## src/rtl/symm_conv_check.sv

```systemverilog
// symm_conv_check: FastICA convergence test; row dot products of W_new against W_old, max |1-|d||, iteration count, W_old retirement
module symm_conv_check #(
  parameter int FRAC     = 16,
  parameter int TOL      = 66,
  parameter int MAX_ITER = 100
) (
  input  logic         clk_conv,
  input  logic         rstn_conv,
  input  logic         go_conv,
  input  logic         init_conv,
  input  logic [415:0] w_new_flat,
  output logic         conv_busy,
  output logic         conv_done,
  output logic         converged,
  output logic         iter_limit,
  output logic [7:0]   iter_cnt,
  output logic [25:0]  delta_max,
  output logic [415:0] w_old_flat
);
  typedef enum logic [1:0] {IDLE, MAC, EVAL, FINISH} state_t;
  localparam logic signed [53:0] D_MAX = 54'sd33554431;
  localparam logic signed [53:0] D_MIN = -54'sd33554432;
  localparam logic [25:0] ONE = 26'd1 << FRAC;
  state_t state_q, state_d;
  logic [415:0] w_new_q, w_new_d, w_old_q, w_old_d;
  logic w_old_valid_q, w_old_valid_d;
  logic signed [53:0] acc_q, acc_d;
  logic [1:0] row_q, row_d, col_q, col_d;
  logic [25:0] delta_max_q, delta_max_d;
  logic converged_q, converged_d, iter_limit_q, iter_limit_d;
  logic busy_q, busy_d, done_q, done_d;
  logic [7:0] iter_cnt_q, iter_cnt_d, iter_inc;
  logic signed [25:0] a_el, b_el, d;
  logic signed [51:0] prod;
  logic signed [53:0] shifted;
  logic signed [26:0] diff;
  logic [25:0] mag, delta;
  always_comb begin
    a_el = w_new_q[int'({row_q, col_q}) * 26 +: 26];
    b_el = w_old_q[int'({row_q, col_q}) * 26 +: 26];
    prod = a_el * b_el;
    shifted = acc_q >>> FRAC;
    d = shifted > D_MAX ? D_MAX[25:0] : shifted < D_MIN ? D_MIN[25:0] : shifted[25:0];
    // -2^25 has no positive twin in 26 bits, so its magnitude clamps to 2^25-1
    mag = (d[25] && d[24:0] == '0) ? 26'h1FFFFFF : d[25] ? 26'(-d) : 26'(d);
    diff = $signed({1'b0, ONE}) - $signed({1'b0, mag});
    delta = diff[26] ? 26'(-diff) : diff[25:0];
    iter_inc = iter_cnt_q == 8'hFF ? 8'hFF : iter_cnt_q + 8'd1;
    state_d = state_q;
    w_new_d = w_new_q;
    w_old_d = w_old_q;
    w_old_valid_d = w_old_valid_q;
    acc_d = acc_q;
    row_d = row_q;
    col_d = col_q;
    delta_max_d = delta_max_q;
    converged_d = converged_q;
    iter_limit_d = iter_limit_q;
    iter_cnt_d = iter_cnt_q;
    busy_d = busy_q;
    done_d = 1'b0;
    case (state_q)
      IDLE: begin
        if (init_conv) begin
          w_old_valid_d = 1'b0;
          iter_cnt_d = '0;
        end
        if (go_conv) begin
          w_new_d = w_new_flat;
          acc_d = '0;
          row_d = '0;
          col_d = '0;
          delta_max_d = '0;
          busy_d = 1'b1;
          state_d = MAC;
        end
      end
      MAC: begin
        acc_d = acc_q + 54'(prod);
        col_d = col_q + 2'd1;
        state_d = col_q == 2'd3 ? EVAL : MAC;
      end
      EVAL: begin
        delta_max_d = delta > delta_max_q ? delta : delta_max_q;
        acc_d = '0;
        row_d = row_q == 2'd3 ? row_q : row_q + 2'd1;
        col_d = '0;
        state_d = row_q == 2'd3 ? FINISH : MAC;
      end
      FINISH: begin
        converged_d = w_old_valid_q && (int'(delta_max_q) < TOL);
        iter_cnt_d = iter_inc;
        iter_limit_d = int'(iter_inc) >= MAX_ITER;
        w_old_d = w_new_q;
        w_old_valid_d = 1'b1;
        done_d = 1'b1;
        busy_d = 1'b0;
        state_d = IDLE;
      end
      default: state_d = IDLE;
    endcase
  end
  always_ff @(posedge clk_conv or negedge rstn_conv) begin
    if (!rstn_conv) begin
      state_q <= IDLE;
      w_new_q <= '0;
      w_old_q <= '0;
      w_old_valid_q <= 1'b0;
      acc_q <= '0;
      row_q <= '0;
      col_q <= '0;
      delta_max_q <= '0;
      converged_q <= 1'b0;
      iter_limit_q <= 1'b0;
      iter_cnt_q <= '0;
      busy_q <= 1'b0;
      done_q <= 1'b0;
    end else begin
      state_q <= state_d;
      w_new_q <= w_new_d;
      w_old_q <= w_old_d;
      w_old_valid_q <= w_old_valid_d;
      acc_q <= acc_d;
      row_q <= row_d;
      col_q <= col_d;
      delta_max_q <= delta_max_d;
      converged_q <= converged_d;
      iter_limit_q <= iter_limit_d;
      iter_cnt_q <= iter_cnt_d;
      busy_q <= busy_d;
      done_q <= done_d;
    end
  end
  assign conv_busy = busy_q;
  assign conv_done = done_q;
  assign converged = converged_q;
  assign iter_limit = iter_limit_q;
  assign iter_cnt = iter_cnt_q;
  assign delta_max = delta_max_q;
  assign w_old_flat = w_old_q;
endmodule

```

## config.mk

```make
export PLATFORM = sky130hd
export DESIGN_NAME = symm_conv_check
export DESIGN_NICKNAME = d
export VERILOG_FILES = /design/src/rtl/symm_conv_check.sv
export SDC_FILE = /design/constraint.sdc
export NUM_CORES = 2
export LEC_CHECK = 0
export ABC_CLOCK_PERIOD_IN_PS = 10700
export CAP_MARGIN = 20
export CORE_UTILIZATION = 45
export CTS_CLUSTER_DIAMETER = 80
export CTS_CLUSTER_SIZE = 16
export DETAILED_ROUTE_END_ITERATION = 12
export PLACE_DENSITY_LB_ADDON = 0.12
export SLEW_MARGIN = 20
export SYNTH_ARGS = -nofsm -noshare
export SYNTH_HDL_FRONTEND = slang
export SYNTH_SLANG_ARGS = --single-unit
```

## constraint.sdc

```tcl
create_clock -name clk_conv -period 10.7 [get_ports clk_conv]
set_input_delay 1.07 -clock clk_conv [delete_from_list [all_inputs] [get_ports clk_conv]]
set_output_delay 1.07 -clock clk_conv [all_outputs]
set_load 0.05 [all_outputs]
```

==> results.cfg <==
[outcome]
status = finished clean

[synth]
synth_commonest_cells = nand2_1 (3118), dfrtp_1 (931), inv_1 (909), fa_1 (815), clkbuf_1 (356)
synth.most_common_cell = nand2_1
synthCells = 7663
mappedNetlistNets = 9104
yosysWarningCount = 0
synth_async_sr_flop_share = 1.00
synth_enable_flop_cells = 0
seq_area_frac_synth = 0.326
synth_area_per_cell_um2 = 9.32
synthDominantAreaCellType = dfrtp_1
synth.area.top_cells = dfrtp_1 (33%), fa_1 (23%), nand2_1 (16%), mux4_2 (8.1%), inv_1 (4.8%)
yosys.area.top_type_share = 0.326
syn-cell-area_mm2 = 0.0714
yosys.cell_types.count = 89
synth_flop_cell = dfrtp_1
synth.ff_latch_count = 931

[global_routing]
grt-ovfl-total = 0
vias_in_the_first_global_route = 58900
grt_first_pass_wirelength_um = 430000
number_of_antenna_violations_at_the_first_check_in_global_routing = 78
grtUsageTotal = 0.371
grt_start_max_net_pins = 193

[sta]
worst_pin_slew_ns = 1.21
totalNegativeSetupSlack_ns = 0
finalMaxSlewViolations = 0
finalWorstPathRequiredPeriod_ns = 10.20
finalCritPeriodShare = 0.954
maxClockFrequency_mhz = 98.0
rsz_0062_raised_after_global_routing = false
timing.clock.skew_ns = 0.0582
hold_viol_final = 0
timing.final.setup_violations = 0
max-slew-margin-rel = 0.194

[setup_path]
timing.setup.critical_path_class = reg -> reg
critPathRequiredTime_ns = 11.25
timing.critical_path.arrival_ns = 10.75
worst_path_most_repeated_cell = fa_1
critPathMaxStageDelay_ns = 0.73
setup.worst_path.start_class = flip-flop
critical_path.max_fanout = 19
worstSetupEndpointType = flip-flop
crit_slowest_cell = mux2i_1

[floorplan]
start_util = 0.455
die_area_mm2 = 0.160
io_pins = 874
num_rows = 145
core_mm2 = 0.157
chipWidth_um = 400
dieHeight_um = 400

[final_layout]
drive_gt1_frac = 0.0645
area_growth_syn_to_layout_pct = 18.5
fill_cells = 14200
nNetsFinal = 9760

[drt]
wl_um = 296000
drt_pass1_iterations = 6
first_iter_violations = 5888
route.detailed.vias_per_inst = 5.60
drc = 0
routed_wl_per_cell_um = 28.3
detail-route-antenna-nets = 0
number_of_vias_in_the_routed_layout = 58500

[clock_network]
cts_hold_buf = 0
ctsHtreeMaxLevel = 3
post_cts_buffers = 0
cts-resized-gates = 0
clock-sinks = 931
cts-buffers-inserted = 75
ctsLongestPathBuffers = 3
worst_setup_hold_path_clk_slew_ns = 0.08
clock_latency_ns = 0.74
cts_tree = built
cts_root_buf = clkbuf_16

[hold_path]
worstHoldPathType = in -> async

[placed_design]
half_perimeter_wire_length_after_detailed_placement_um = 236000
gpl.final_weighted_congestion = 0.983
io_buffers = 873

[flow_run]
cap_viol_max_count = 0
[stage by stage]
step	instance area, um^2	util	hold WS [ns]	instances	worst slack [ns]
2_1_floorplan	71400	-	0.449	7663	0.936
3_3_place_gp	82300	0.525	0.463	10300	0.634
3_5_place_dp	82300	0.525	0.470	10300	0.515
4_1_cts	84600	0.539	0.381	10400	0.464
5_1_grt	84600	0.539	0.396	10400	0.0983
6_report	84700	0.540	0.351	10400	0.495
[path summary, 6_finish.rpt]
kind                                                from                     endpoint  slack [ns]  cells after the start
worst max register to register      col_q[0]$_DFFE_PN0P_        acc_q[53]$_DFFE_PN0P_        0.50                     30
worst min register to register  w_new_q[236]$_DFFE_PN0P_  w_old_flat[236]$_DFFE_PN0P_        0.48                      2
worst min-delay path                           rstn_conv          conv_done$_DFF_PN0_        0.35                      1
max in group asynchronous                      rstn_conv     w_new_q[220]$_DFFE_PN0P_        7.90                      4
worst max-delay path                col_q[0]$_DFFE_PN0P_        acc_q[53]$_DFFE_PN0P_        0.50                     30
min in group clk_conv           w_new_q[236]$_DFFE_PN0P_  w_old_flat[236]$_DFFE_PN0P_        0.48                      2
[routing by layer]
metal,up-vias,part of all wire,GRT usage
li1,25100,-,-
met1,29800,0.38,0.471
met2,2845,0.44,0.561
met3,679,0.10,0.111
met4,70,0.073,0.219
met5,-,0.0015,0
[state kept, by name, summed over array words and instances (netlist names)]
register / count
acc_q: 54
conv_done: 1
iter_cnt: 8
delta_max: 26
iter_limit: 1
state_q: 2
col_q: 2
w_new_q: 416
converged: 1
conv_busy: 1
w_old_flat: 416
w_old_valid_q: 1
row_q: 2
[worst max-delay path: cells and delay by family, from the launching register on]
| kind | cells | cell delay (ns) |
|---|---|---|
| simple gates | 4 | 0.63 |
| mux | 2 | 1.32 |
| compound gates | 9 | 2.25 |
| fa+ha+maj | 8 | 3.93 |
| xor+xnor | 1 | 0.17 |
| flops | 1 | 0.58 |
| buf+inv | 6 | 1.08 |
[layout by cell type (no fill, tap or decap), types with 8 or more instances in the layout]
cell type,n
ha_1,206
nand4_1,21
nor2_1,102
and4_1,10
o2111ai_1,8
a31oi_1,17
buf_4,93
nor3_1,22
a21o_1,52
xor2_1,36
o21bai_1,9
o31ai_1,12
clkdlybuf4s50_1,872
o211ai_1,10
nand2b_1,55
clkbuf_16,75
and2_1,77
buf_12,18
mux4_2,256
a21oi_1,85
and3_1,12
mux2i_1,10
a22o_1,13
diode_2,30
xnor2_1,62
nor4_1,20
o21ai_0,103
nand3_1,36
clkbuf_1,8
inv_1,908
nor2b_1,64
dfrtp_1,927
fa_1,815
nand2_1,3115
or3_1,13
mux2_2,31
[layout make-up]
cell class	instances	area [um^2]	area share
Clock inverter	19	332	0.00392
Tap cell	2058	2570	0.0304
Inverter	910	3420	0.0404
Antenna cell	30	75.1	0.000887
Clock buffer	83	1910	0.0225
Multi-Input combinational cell	5415	43200	0.510
Timing Repair Buffer	986	9840	0.116
Sequential cell	931	23300	0.275
[cell families after synthesis]
family          share of synthesized area
buf+inv                            0.0695
xor+xnor                           0.0120
mux                                0.0870
flops                               0.326
compound gates                     0.0387
fa+ha+maj                           0.264
simple gates                        0.202
Power is left out: the tool's default activity adds up to more than one toggle a clock period on the data nets, which glitch-free logic cannot reach.
